### src/rtl/tetris_pkg.sv
// Shared playfield constants and the row-clear engine state type.
package tetris_pkg;

  localparam int ROWS   = 20;
  localparam int COLS   = 10;
  localparam int ROW_AW = 5;

  localparam logic [COLS-1:0] FULL_ROW = {COLS{1'b1}};

  typedef enum logic [2:0] {
    IDLE,
    SCAN_RD,
    SCAN_CHK,
    SHIFT_RD,
    SHIFT_WR,
    TOP_CLR,
    FINISH
  } state_t;

endpackage

### src/rtl/vram_port_mux.sv
// Steers port A of the playfield RAM to either the CPU or the row-clear engine.
module vram_port_mux #(
  parameter int COLS = 10,
  parameter int AW   = 5
) (
  input  logic            grant,
  input  logic [AW-1:0]   cpu_addr,
  input  logic [COLS-1:0] cpu_wdata,
  input  logic            cpu_wren,
  input  logic            cpu_rden,
  input  logic [AW-1:0]   eng_addr,
  input  logic [COLS-1:0] eng_wdata,
  input  logic            eng_wren,
  input  logic            eng_rden,
  output logic [AW-1:0]   ram_addr,
  output logic [COLS-1:0] ram_wdata,
  output logic            ram_wren,
  output logic            ram_rden
);

  // grant high hands the whole port to the engine; the CPU side is fully blocked
  always_comb begin
    if (grant) begin
      ram_addr  = eng_addr;
      ram_wdata = eng_wdata;
      ram_wren  = eng_wren;
      ram_rden  = eng_rden;
    end else begin
      ram_addr  = cpu_addr;
      ram_wdata = cpu_wdata;
      ram_wren  = cpu_wren;
      ram_rden  = cpu_rden;
    end
  end

endmodule

### src/rtl/row_clear_ctrl.sv
// Scans the playfield bottom-up, collapses full rows and shares RAM port A with the CPU.
module row_clear_ctrl #(
  parameter int ROWS = tetris_pkg::ROWS,
  parameter int COLS = tetris_pkg::COLS
) (
  input  logic                          CLK,
  input  logic                          RESET_N,
  input  logic                          START,
  output logic                          BUSY,
  output logic                          DONE,
  output logic [4:0]                    LINES,
  input  logic [tetris_pkg::ROW_AW-1:0] CPU_ADDR,
  input  logic                          CPU_RD,
  input  logic                          CPU_WR,
  input  logic [COLS-1:0]               CPU_WDATA,
  output logic                          CPU_WAIT,
  output logic [COLS-1:0]               CPU_RDATA,
  output logic                          CPU_RVALID,
  output logic [tetris_pkg::ROW_AW-1:0] RAM_ADDR,
  output logic [COLS-1:0]               RAM_WDATA,
  output logic                          RAM_WREN,
  output logic                          RAM_RDEN,
  input  logic [COLS-1:0]               RAM_Q
);

  import tetris_pkg::*;

  localparam logic [COLS-1:0] FULL_MASK = {COLS{1'b1}};

  state_t            state;
  logic [ROW_AW-1:0] scan_row;
  logic [ROW_AW-1:0] dst_row;
  logic [4:0]        lines_q;
  logic              start_pending;
  logic              busy_q;
  logic              done_q;
  logic              rvalid_q;

  logic              idle;
  logic              cpu_req;
  logic              cpu_wren;
  logic              cpu_rden;
  logic [ROW_AW-1:0] eng_addr;
  logic [COLS-1:0]   eng_wdata;
  logic              eng_wren;
  logic              eng_rden;

  assign idle    = (state == IDLE);
  assign cpu_req = CPU_RD | CPU_WR;

  // A write wins over a simultaneous read so only one strobe ever reaches the RAM
  assign cpu_wren = CPU_WR & RESET_N;
  assign cpu_rden = CPU_RD & ~CPU_WR & RESET_N;

  assign BUSY       = busy_q;
  assign DONE       = done_q;
  assign LINES      = lines_q;
  assign CPU_WAIT   = ~idle & cpu_req;
  assign CPU_RVALID = rvalid_q;
  assign CPU_RDATA  = RAM_Q;

  always_ff @(posedge CLK) begin
    if (!RESET_N) begin
      state         <= IDLE;
      scan_row      <= '0;
      dst_row       <= '0;
      lines_q       <= '0;
      start_pending <= 1'b0;
      busy_q        <= 1'b0;
      done_q        <= 1'b0;
      rvalid_q      <= 1'b0;
    end else begin
      done_q   <= 1'b0;
      rvalid_q <= 1'b0;
      case (state)
        IDLE: begin
          rvalid_q <= CPU_RD & ~CPU_WR;
          if (cpu_req) begin
            if (START) start_pending <= 1'b1;
          end else if (START || start_pending) begin
            start_pending <= 1'b0;
            scan_row      <= ROW_AW'(ROWS - 1);
            lines_q       <= '0;
            busy_q        <= 1'b1;
            state         <= SCAN_RD;
          end
        end
        SCAN_RD: state <= SCAN_CHK;
        SCAN_CHK: begin
          if (RAM_Q == FULL_MASK) begin
            dst_row <= scan_row;
            state   <= (scan_row == '0) ? TOP_CLR : SHIFT_RD;
          end else if (scan_row == '0) begin
            done_q <= 1'b1;
            state  <= FINISH;
          end else begin
            scan_row <= scan_row - 1'b1;
            state    <= SCAN_RD;
          end
        end
        SHIFT_RD: state <= SHIFT_WR;
        SHIFT_WR: begin
          dst_row <= dst_row - 1'b1;
          state   <= (dst_row == ROW_AW'(1)) ? TOP_CLR : SHIFT_RD;
        end
        TOP_CLR: begin
          if (lines_q != 5'(ROWS)) lines_q <= lines_q + 1'b1;
          state <= SCAN_RD;
        end
        FINISH: begin
          busy_q <= 1'b0;
          state  <= IDLE;
        end
        default: state <= IDLE;
      endcase
    end
  end

  // Engine port drive decoded from the registered state; RESET_N gates strobes so an abort never writes
  always_comb begin
    eng_addr  = '0;
    eng_wdata = '0;
    eng_wren  = 1'b0;
    eng_rden  = 1'b0;
    case (state)
      SCAN_RD: begin
        eng_rden = RESET_N;
        eng_addr = scan_row;
      end
      SHIFT_RD: begin
        eng_rden = RESET_N;
        eng_addr = (dst_row != '0) ? dst_row - 1'b1 : '0;
      end
      SHIFT_WR: begin
        eng_wren  = RESET_N;
        eng_addr  = dst_row;
        eng_wdata = RAM_Q;
      end
      TOP_CLR: begin
        eng_wren = RESET_N;
      end
      default: ;
    endcase
  end

  vram_port_mux #(
    .COLS (COLS),
    .AW   (ROW_AW)
  ) u_port_mux (
    .grant     (~idle),
    .cpu_addr  (CPU_ADDR),
    .cpu_wdata (CPU_WDATA),
    .cpu_wren  (cpu_wren),
    .cpu_rden  (cpu_rden),
    .eng_addr  (eng_addr),
    .eng_wdata (eng_wdata),
    .eng_wren  (eng_wren),
    .eng_rden  (eng_rden),
    .ram_addr  (RAM_ADDR),
    .ram_wdata (RAM_WDATA),
    .ram_wren  (RAM_WREN),
    .ram_rden  (RAM_RDEN)
  );

endmodule

### config.mk
export PLATFORM = sky130hd
export DESIGN_NAME = row_clear_ctrl
export DESIGN_NICKNAME = d
export VERILOG_FILES = /design/src/rtl/tetris_pkg.sv /design/src/rtl/vram_port_mux.sv /design/src/rtl/row_clear_ctrl.sv
export SDC_FILE = /design/constraint.sdc
export NUM_CORES = 1
export LEC_CHECK = 0
export ABC_AREA = 1
export CAP_MARGIN = 25
export CORE_ASPECT_RATIO = 1.1
export CORE_MARGIN = 3
export CORE_UTILIZATION = 48
export DETAILED_ROUTE_END_ITERATION = 8
export PLACE_DENSITY = 0.9
export SLEW_MARGIN = 20
export SYNTH_ARGS = -nofsm -noshare
export SYNTH_HDL_FRONTEND = slang
export SYNTH_SLANG_ARGS = --single-unit
### constraint.sdc
create_clock -name CLK -period 3.2 [get_ports CLK]
set_clock_uncertainty 0.15 [all_clocks]
set_input_delay 0.32 -clock CLK [delete_from_list [all_inputs] [get_ports CLK]]
set_output_delay 0.32 -clock CLK [all_outputs]
set_load 0.01 [all_outputs]
# [Yosys cells after proc, flatten, opt, wreduce, memory -nomap -nowiden]
# Cells that the tools add are included.
[word_totals] input_bits=30 elab_cells=89 register_bits=22 output_inout_bits=36
[op_classes] bitwise_logic=9 n_reduce_logical=19 eq_ne=16 n_mux=34 n_addsub=3
[ops] operator="$mux W5" n=10
[ops] operator="$pmux W5 S2" n=3
[ops] operator="$mux W10" n=2
[ops] operator="$mux W3" n=6
[ops] operator="$pmux W3 S6" n=1
[ops] operator="$pmux W5 S3" n=1
[ops] operator="$ne A2 B2 Y1 const B" n=6
[ops] operator="$eq A10 B10 Y1 const B" n=1
[ops] operator="$mux W1" n=10
[ops] operator="$reduce_bool A2 Y1" n=5
[ops] operator="$sub A5 B1 Y5 const B" n=2
[ops] operator="$eq A3 B3 Y1 const B" n=3
[ops] operator="$eq A3 B2 Y1 const B" n=2
[ops] operator="$reduce_and A2 Y1" n=3
[ops] operator="$reduce_and A3 Y1" n=2
[ops] operator="$add A5 B1 Y5 const B" n=1
[ops] operator="$eq A5 B1 Y1 const B" n=1
[ops] operator="$logic_not A5 Y1" n=1
[ops] operator="$ne A5 B5 Y1 const B" n=1
[ops] operator="$reduce_and A5 Y1" n=1
[ops] operator="$reduce_bool A5 Y1" n=1
[ops] operator="$and A1 B1 Y1" n=4
[ops] operator="$not A1 Y1" n=4
[ops] operator="$reduce_and A4 Y1" n=1
[ops] operator="8 further kinds" n=9

# [Logic depth before layout (Yosys ltp)]
# Gate-level depths: netlist of run 1.
[logic_depth] ltp_word=4 depth_mapped=10 ltp_nobuf=10

# [By module]
# A second synthesis of run 1 with hierarchy kept.
[unflattened] hier_cells=306 hier_area_um2=1885.6
[by_module_without_submodules] module="row_clear_ctrl" seq_area_each_um2=440.4 area_each_um2=1630.3 cells_per_inst=251 instances=1
[by_module_without_submodules] module="vram_port_mux" seq_area_each_um2=0.0 area_each_um2=255.2 cells_per_inst=55 instances=1

# [Least setup slack after synthesis of run 1]
# OpenSTA, ideal clock, no wires.
[synth_timing] path_kind="register -> output" start="register state[1]" end="output RAM_WDATA[1]" t_arrival_ps=1115 path_buffers=2 setup_slack_ps=1615 stages_incl_launch_ff=5 cell_sequence="dfxtp_1 -> nor3_2 -> buf_4 -> buf_4 -> a22o_1"
[synth_via] elab_chain_cells=3 elab_cells_between_ends=4 cone_classes="1 x eq/ne; 2 x mux; 1 x reduce/logical"
[synth_lines] item="start, declared" line_no="row_clear_ctrl.sv:30" text="state_t state;"
[synth_lines] item="start signal, assigned" line_no="row_clear_ctrl.sv:92" text="state <= (scan_row == '0) ? TOP_CLR : SHIFT_RD;"
[synth_lines] item="start signal, assigned" line_no="row_clear_ctrl.sv:104" text="state <= (dst_row == ROW_AW'(1)) ? TOP_CLR : SHIFT_RD;"
[synth_lines] item="$eq A3 B3 Y1" line_no="row_clear_ctrl.sv:125" text="case (state)"
[synth_lines] item="$mux W10" line_no="row_clear_ctrl.sv:125"
[synth_lines] item="$mux W10 (*)" line_no="vram_port_mux.sv:23" text="if (grant) begin"
[synth_lines] item="end, declared" line_no="row_clear_ctrl.sv:20" text="output logic [COLS-1:0] RAM_WDATA,"
# Every way passes the cells marked *; elsewhere a longest branch is shown, timed or not.

# [Final worst setup path of run 1]
[layout_timing] start="register state[0]" end="output RAM_ADDR[4] (netlist bit)"
[layout_via] elab_chain_cells=3 elab_cells_between_ends=6 cone_classes="3 x eq/ne; 2 x mux; 1 x reduce/logical"
[layout_lines] item="$eq A3 B3 Y1, or another cell as far along" line_no="row_clear_ctrl.sv:125"
[layout_lines] item="$pmux W5 S3" line_no="row_clear_ctrl.sv:125"
[layout_lines] item="$mux W5 (*)" line_no="vram_port_mux.sv:23"
[layout_lines] item="end, declared" line_no="row_clear_ctrl.sv:19" text="output logic [tetris_pkg::ROW_AW-1:0] RAM_ADDR,"
# Marks and branches as above.

==> impl_results.md, run 1 <==
* Status: finished clean
* Maximum VDD drop at around 350 uV
* Cells after Synth at around 260
* Final nets at roughly 350
* Syn avg cell area at 6.97 um2
* Residual DRC count at 0
* CTS Buf Count at 3
* Leak pwr at about 1 nW
* Sequential area share after synthesis at 0.248
* DR vias/cell at 5.20
* Post-CTS Resized at 0
* Fraction of final layout cells sized beyond drive strength 1 at 0.135
* Number of core rows at 22
* PD cells at 723 nW/um2
* Share of the synthesized area in the top cell type at 0.248
* Layout area overhead at 37.5%
* #FFs+latches synth at 22
* Synth top area cells: dfxtp_1, nand2_1, nor2_1
* Hold_buf cts at 0
* Post-Route Setup TNS at 0 ns
* Area of the multi-input gates at between 1000 and 1500 um2
* Initial antenna violation count at 0
* Max-slew headroom at 0.646
* WS Path Type: register to output pin
* Fin. Hold Viols at 0
* H-tree levels at 1
* Clock sink count at 22
* WL met1 at between 1500 and 2000 um
* Synth warn at 0
* Final worst setup slack at 0.503 ns
* Antenna diode count at 0
* CORE AREA at ~3400 um2
* Syn_nets at 293
* Bufs on Longest Clock Path at 2
* Number of global-route vias before repair at around 1900
* First-pass GRT wire length at 8050 um
* Path category of the worst min-delay check: register to register
* Vias at 1862
* Commonest non-fill, non-tap cell in the layout: clkdlybuf4s50_1
* WL met3 at between 400 and 500 um
* Largest net degree at the start of global routing at 23
* Top FF cell, synth: dfxtp_1
* Storage cell area at between 400 and 500 um2
* Die area at 4470 um2
* Crit path max fanout at 6
* DR WL/cell at 12.9 um
* Worst-Skew Late Latency at between 0.3 and 0.4 ns
* Unrepaired setup endpoints after global routing: false
* Worst path required time at between 2 and 3 ns
* I/O Pins at 66
* Async SR Flop Fraction at 0
* Area leader, netlist: dfxtp_1
* Drt first pass iters at 5
* DR WL met2 at roughly 2200 um
* Setup WS pre-CTS at 0.687 ns
* Clock root buffer: clkbuf_4
* GR Overflow Total at 0
* PortBufs at between 60 and 70
* Total GRT Usage at 0.214
* MaxCap Viol Count at 0
* Placed insts at 354
* Count of pins over their slew limit at 0
* Die width at about 64 um
* Non-Filler Instances at 358
* Post-Route WL at 4610 um
* Routability Congestion at 0.887
* Final Cycle Share at 0.843
* Post-route ant nets at 0
* Initial Util at 0.516
* Post-synthesis cell area at 1780 um2
* Worst reg2reg path depth at 8
* Fill cells at 271
* CTS clk-pin slew, worst paths at 0.13 ns
* DIE HEIGHT at 69.8 um
* Hold path depth at 2
* Distinct cells, synth at 33
* Final min period at approximately 2.7 ns
* CP endpoint kind: output pin
* CP arrival at 2.23 ns
* Total setup buffers inserted after CTS at 0
* Number of flops mapped to enable cells by yosys at 0
* Highest Signal Layer: met4
* Peak Freq at 371 MHz
* # setup viols final at 0
* 1st-iter DRT viols at 98
* CTS tree: built
* Most frequent cells in the layout: clkdlybuf4s50_1, nand2_1, nor2_1
* DPL Wire Length at 3740 um
* Measured slew at the worst slew-check pin at 0.530 ns
* Startpoint types: register
==> power breakdown <==
part	internal (mW)	switching, mW
clock network	0.127	0.0846
registers	0.330	0.0703
logic	0.539	0.616
total	0.996	0.770
==> metal layers <==
| layer | vias to the layer above | track usage |
|---|---|---|
| met1 | 833 | 0.252 |
| met4 | 0 | 0.0647 |
| li1 | 947 | - |
| met5 | - | 0 |
| met3 | 7 | 0.0454 |
| met2 | 75 | 0.381 |
==> synthesized netlist by cell type (5+ instances only) <==
master / count
nand2_1: 53
nor2_1: 31
inv_1: 23
dfxtp_1: 22
nand3_1: 20
buf_4: 14
a22o_1: 10
a21oi_1: 9
ha_1: 8
o21ai_1: 7
nor2_4: 6
inv_2: 5
nand2_2: 5
o2111ai_1: 5
==> critical path, cell delays in order (launching register included) <==
cell,delay (ns)
dfxtp_1,0.53
nand2_1,0.16
nor2_1,0.22
nand2_1,0.16
inv_1,0.10
nand3_1,0.09
o2111ai_1,0.08
clkdlybuf4s50_1,0.57
==> flip-flops by register name, indices dropped and copies added, names as in the netlist <==
name	cells
LINES	5
dst_row	5
scan_row	5
state	3
BUSY	1
CPU_RVALID	1
DONE	1
start_pending	1
==> final timing paths <==
path                              start                    endpoint  slack [ns]
max reg2reg       state[2]$_SDFFE_PN0P_       LINES[3]$_SDFFE_PN0P_        1.34
min reg2reg  start_pending$_SDFFE_PN0P_  start_pending$_SDFFE_PN0P_        0.36
min          start_pending$_SDFFE_PN0P_  start_pending$_SDFFE_PN0P_        0.36
max               state[0]$_SDFFE_PN0P_                 RAM_ADDR[4]        0.50
==> layout make-up <==
| cell class | count | area share |
|---|---|---|
| multi-input cells | 187 | 0.452 |
| repair buffers | 68 | 0.275 |
| flip-flops and latches | 22 | 0.180 |
| inverters | 29 | 0.0466 |
| clock inverters | 1 | 0.0123 |
| clock buffers | 3 | 0.00922 |
| well taps | 48 | 0.0246 |
==> logic make-up (layout without fill, tap and decap cells) <==
kind of cell,Yosys count,count (layout),synth area share
AO/OA/AOI/OAI,41,41,0.165
XOR/XNOR,3,3,0.0148
adder cells (fa/ha/maj),8,8,0.0563
buffers and inverters,46,101,0.131
flip-flops,22,22,0.248
AND/OR/NAND/NOR,135,135,0.385
==> per-stage QoR <==
stage	total power, mW	hold WS (ns)	util	cell area (um2)
3_3_place_gp	1.53	0.316	0.695	2390
3_5_place_dp	1.56	0.342	0.695	2390
4_1_cts	1.77	0.360	0.710	2440
5_1_grt	1.92	0.373	0.710	2440
6_report	1.77	0.357	0.710	2440
2_1_floorplan	1.16	0.302	-	1780
(Power assumes the default switching activity.)
==> run 2: changes to the inputs <==
CORE_UTILIZATION = 40   (was 48)
PLACE_DENSITY = 0.8   (was 0.9)
clock period = 2.24 ns   (was 3.2 ns; I/O delays follow)
==> impl_results.md, run 2 (synthesized netlist as in run 1, its figures left out) <==
* Final min period at 2.14 ns
* Cells along the critical path: inv_2 -> nand2_1 -> nor2_4 -> buf_4 -> buf_4 -> nor2_1 -> clkdlybuf4s50_1
* Worst-Skew Late Latency at 0.26 ns
* CTS Buf Count at 3
* First-pass GRT wire length at 8120 um
* CTS clk-pin slew, worst paths at 0.08 ns
* Vias at 1875
* Hold_buf cts at 0
* 1st-iter DRT viols at 63
* Post-Route Setup TNS at 0 ns
* DPL Wire Length at 3700 um
* Number of core rows at 24
* Critical Path End: CPU_WAIT
* Layout area overhead at 42.3%
* Antenna diode count at 0
* Bufs on Longest Clock Path at 2
* # setup viols final at 0
* Top cell by count, worst path: buf_4
* Peak Freq at 468 MHz
* Initial antenna violation count at 0
* Worst path depth at 7
* Fin. Hold Viols at 0
* CORE AREA at approximately 4100 um2
* DR vias/cell at slightly above 5
* Post-Route WL at ~4600 um
* Drt first pass iters at 4
* Unrepaired setup endpoints after global routing: false
* Hold_ws at 0.359 ns
* Leak pwr at 1.07 nW
* Crit-path slowest cell: clkdlybuf4s50_1
* CP arrival at 1.76 ns
* Initial Util at 0.432
* CP endpoint kind: output pin
* Most frequent cells in the layout: clkdlybuf4s50_1, nand2_1, nor2_1
* Measured slew at the worst slew-check pin at 0.249 ns
* Max-slew headroom at 0.833
* Fraction of final layout cells sized beyond drive strength 1 at 0.165
* Design area at 2530 um2
* Bufs and invs on worst path at 4
* Maximum VDD drop at 477 uV
* DIE HEIGHT at 75.9 um
* Dpl cell area at between 2000 and 2500 um2
* Critical path origin: state[0]$_SDFFE_PN0P_
* Worst reg2reg path depth at 8
* Routability Congestion at 0.847
* Clock sink count at 22
* Status: finished clean
* H-tree levels at 1
* Largest net degree at the start of global routing at 16
* Total GRT Usage at 0.183
* MaxCap Viol Count at 0
* Max incr delay on CP at approximately 0.54 ns
* Reg2reg setup slack at 0.56 ns
* Fill cells at 380
* Path category of the worst min-delay check: register to register
* Die width at around 70 um
* CP top delay family: buffers and inverters
* Count of pins over their slew limit at 0
* R2r startpoint: scan_row[0]$_SDFFE_PN0P_
* Number of global-route vias before repair at 1835
* Die area at 5280 um2
* Clock root buffer: clkbuf_8
* DR WL/cell at 12.4 um
* Final nets at 355
* FF-to-FF End: state[1]$_SDFFE_PN0P_
* Final Cycle Share at 0.954
* PD cells at 1030 nW/um2
* Residual DRC count at 0
* Crit path max fanout at 6
* CTS tree: built
* I/O Pins at 66
* Hold path start: start_pending$_SDFFE_PN0P_
* Commonest non-fill, non-tap cell in the layout: clkdlybuf4s50_1
* Worst path required time at 1.87 ns
* PortBufs at 65
* Startpoint types: register
* WS Path Type: register to output pin
* Post-route ant nets at 0
* Total power draw at roughly 2.6 mW
* GR Overflow Total at 0
-- run 2: changes by cell type in the layout (fill, tap and decap cells not counted), moves of 2 or more --
cell             delta
dfxtp_1             -3
clkbuf_4            -3
buf_4               +4
clkbuf_8            +4
dlygate4sd2_1       +5
dfxtp_2             +2
dlymetal6s2s_1      +3
clkdlybuf4s50_1     -8
-- run 2: worst min path at each step --
stage                                  to  cells after the start
2_1_floorplan  start_pending$_SDFFE_PN0P_                      2
3_3_place_gp   start_pending$_SDFFE_PN0P_                      2
3_5_place_dp   start_pending$_SDFFE_PN0P_                      2
4_1_cts        start_pending$_SDFFE_PN0P_                      2
5_1_grt        start_pending$_SDFFE_PN0P_                      2
6_report       start_pending$_SDFFE_PN0P_                      2
-- run 2: tightest hold or removal path, cell delays in order, from the launching register on --
cell	delay (ns)
dfxtp_1	0.31
inv_1	0.09
a221oi_2	0.06
-- run 2: metal layers --
metal / part of all wire / GRT usage
met1: 0.44 / 0.224
met2: 0.47 / 0.313
met3: 0.070 / 0.0357
met4: 0.019 / 0.0684
met5: 0 / 0
-- run 2: per-stage QoR --
step                 util  std cells  setup WS, ns
floorplan               -        255         0.751
global placement    0.588        361         0.145
detailed placement  0.588        361         0.104
CTS                 0.609        367        0.0211
global route        0.615        368        0.0143
finish              0.615        368         0.103
-- run 2: cell type report --
cell class                      instances  area (um2)  area share
Clock buffer                            4        55.1      0.0218
Inverter                               29         114      0.0450
Multi-Input combinational cell        187        1110       0.440
Timing Repair Buffer                   74         736       0.291
Sequential cell                        22         447       0.177
Tap cell                               52        65.1      0.0257
-- run 2: what timing repair did --
action	CTS	global route
pin swaps	1	0
buffers inserted	2	1
endpoints found under the setup margin	17	12
resized for setup	9	6
-- run 2: where the power goes --
group	total, mW	leakage (nW)	switching [mW]	internal [mW]
logic	1.74	0.864	0.891	0.846
clock network	0.281	0.0288	0.125	0.156
registers	0.585	0.181	0.104	0.480
==> run 3: changes to the inputs <==
ABC_AREA = unset   (was 1)
PLACE_DENSITY = 0.81   (was 0.8)
==> impl_results.md, run 3 <==
* Cells along the critical path: inv_1 -> ha_1 -> nor3b_2 -> xnor2_1 -> o22ai_1 -> dlygate4sd2_1
* Worst-Skew Late Latency at 0.26 ns
* Clock root buffer: clkbuf_8
* #FFs+latches synth at 22
* CTS tree: built
* Commonest non-fill, non-tap cell in the layout: clkdlybuf4s50_1
* Synth top area cells: dfxtp_1, ha_1, nor2_1
* H-tree levels at 1
* Distinct cells, synth at 51
* Final min period at 2.11 ns
* CP endpoint kind: output pin
* Syn_nets at 250
* Worst path required time at 1.87 ns
* DR WL/cell at 14.7 um
* Clock sink count at 22
* Dpl cell area at 2470 um2
* Unrepaired setup endpoints after global routing: false
* Met1 usage at 0.263
* Fraction of final layout cells sized beyond drive strength 1 at 0.180
* Path category of the worst min-delay check: register to register
* Die width at 67.7 um
* Drt first pass iters at 4
* Maximum VDD drop at 521 uV
* Residual DRC count at 0
* Measured slew at the worst slew-check pin at approximately 0.5 ns
* Count of pins over their slew limit at 0
* DPL Wire Length at about 3800 um
* First-pass GRT wire length at roughly 8400 um
* Max incr delay on CP at 0.32 ns
* Post-Route WL at roughly 5000 um
* 1st-iter DRT viols at 71
* Number of flops mapped to enable cells by yosys at 0
* CP arrival at 1.74 ns
* Bufs and invs on worst path at 2
* GR Overflow Total at 0
* Number of global-route vias before repair at roughly 1800
* Post-synthesis cell area at between 1500 and 2000 um2
* Top FF cell, synth: dfxtp_1
* Peak Freq at 474 MHz
* Bufs on Longest Clock Path at 2
* Post-synth top cells: nor2_1, dfxtp_1, nand2_1
* PortBufs at 65
* Fin. Hold Viols at 0
* Final nets at 328
* Antenna diode count at 0
* Cells after Synth at about 210
* Routability Congestion at 0.917
* Crit-path slowest cell: dfxtp_1
* GRT Max-Usage Layer: met2
* MaxCap Viol Count at 0
* CP top delay family: buffers and inverters
* Sequential area share after synthesis at 0.263
* Largest net degree at the start of global routing at 15
* Initial Util at 0.419
* Area leader, netlist: dfxtp_1
* CTS clk-pin slew, worst paths at 0.09 ns
* Met2 usage at 0.378
* Leak pwr at 1.15 nW
* Design area at 2610 um2
* Post-Route Setup TNS at 0 ns
* PD cells at 432 nW/um2
* Count leader, synth: nor2_1
* I/O Pins at 66
* Status: finished clean
* Met3 Use GR at 0.0382
* Fill cells at 336
* Final Cycle Share at 0.942
* WS Path Type: register to output pin
* Number of core rows at 24
* Most frequent cells in the layout: clkdlybuf4s50_1, buf_4, nor2_1
* Hold_buf cts at 0
* Die area at 5000 um2
* Vias at 1832
* Share of the synthesized area in the top cell type at 0.263
* Total GRT Usage at 0.216
* DIE HEIGHT at 73.9 um
* Post-route ant nets at 0
* DR vias/cell at 5.37
* Startpoint types: register
* # setup viols final at 0
* Max-slew headroom at 0.671
* Synth warn at 0
* Syn avg cell area at 7.90 um2
* Async SR Flop Fraction at 0
* CTS Buf Count at 3
* Crit path max fanout at 5
* Layout area overhead at 55.5%
* Initial antenna violation count at 0
* CORE AREA at 3990 um2
## run 3: tightest hold or removal path, cell delays in order (launching register included)
cell and delay, ns:
dfxtp_1 0.33, a21oi_1 0.04, nor2_1 0.07
## run 3: metal layers
metal  share of wire  up-vias
met5               0        -
met4           0.016        0
met3           0.050       10
met2            0.50       58
met1            0.43      843
li1                -      921
## run 3: metrics by stage
step | std cells | power [mW] | utilization | hold WS, ns | worst slack, ns
after global routing | 341 | 1.18 | 0.652 | 0.391 | 0.0132
after floorplan | 212 | 0.583 | - | 0.163 | 0.360
final | 341 | 1.13 | 0.652 | 0.323 | 0.129
after global placement | 334 | 0.763 | 0.617 | 0.300 | 0.0584
after CTS | 339 | 1.13 | 0.644 | 0.326 | 0.0248
after detailed placement | 334 | 0.768 | 0.617 | 0.306 | 0.0111
## run 3: path summary, 6_finish.rpt
check | startpoint | to | slack, ns | cells past startpoint
setup / recovery | dst_row[0]$_SDFFE_PN0P_ | RAM_ADDR[4] | 0.13 | 6
hold / removal | start_pending$_SDFFE_PN0P_ | start_pending$_SDFFE_PN0P_ | 0.32 | 2
setup reg to reg | state[2]$_SDFFE_PN0P_ | dst_row[0]$_SDFFE_PN0P_ | 0.18 | 6
hold reg to reg | start_pending$_SDFFE_PN0P_ | start_pending$_SDFFE_PN0P_ | 0.32 | 2
## run 3: layout make-up
class	instances	area, um2	area share
Timing Repair Buffer	95	873	0.335
Clock buffer	3	41.3	0.0159
Inverter	10	37.5	0.0144
Clock inverter	1	30.0	0.0115
Tap cell	52	65.1	0.0250
Multi-Input combinational cell	158	1110	0.427
Sequential cell	22	445	0.171
## run 3: logic make-up after synthesis
family          share of synthesized area
simple gates                        0.267
compound gates                      0.243
buf+inv                            0.0986
flops                               0.263
fa+ha+maj                          0.0597
mux                                0.0426
xor+xnor                           0.0261
## run 3: where the power goes
group | switching [mW] | internal (mW) | total (mW)
registers | 0.00921 | 0.403 | 0.412
logic | 0.149 | 0.187 | 0.336
clock network | 0.138 | 0.239 | 0.377
## run 3: repair_timing
item | in CTS | in global routing
gates resized for setup | 25 | 6
setup endpoints to repair | 16 | 4
setup buffers | 1 | 2
pin swaps | 1 | 2
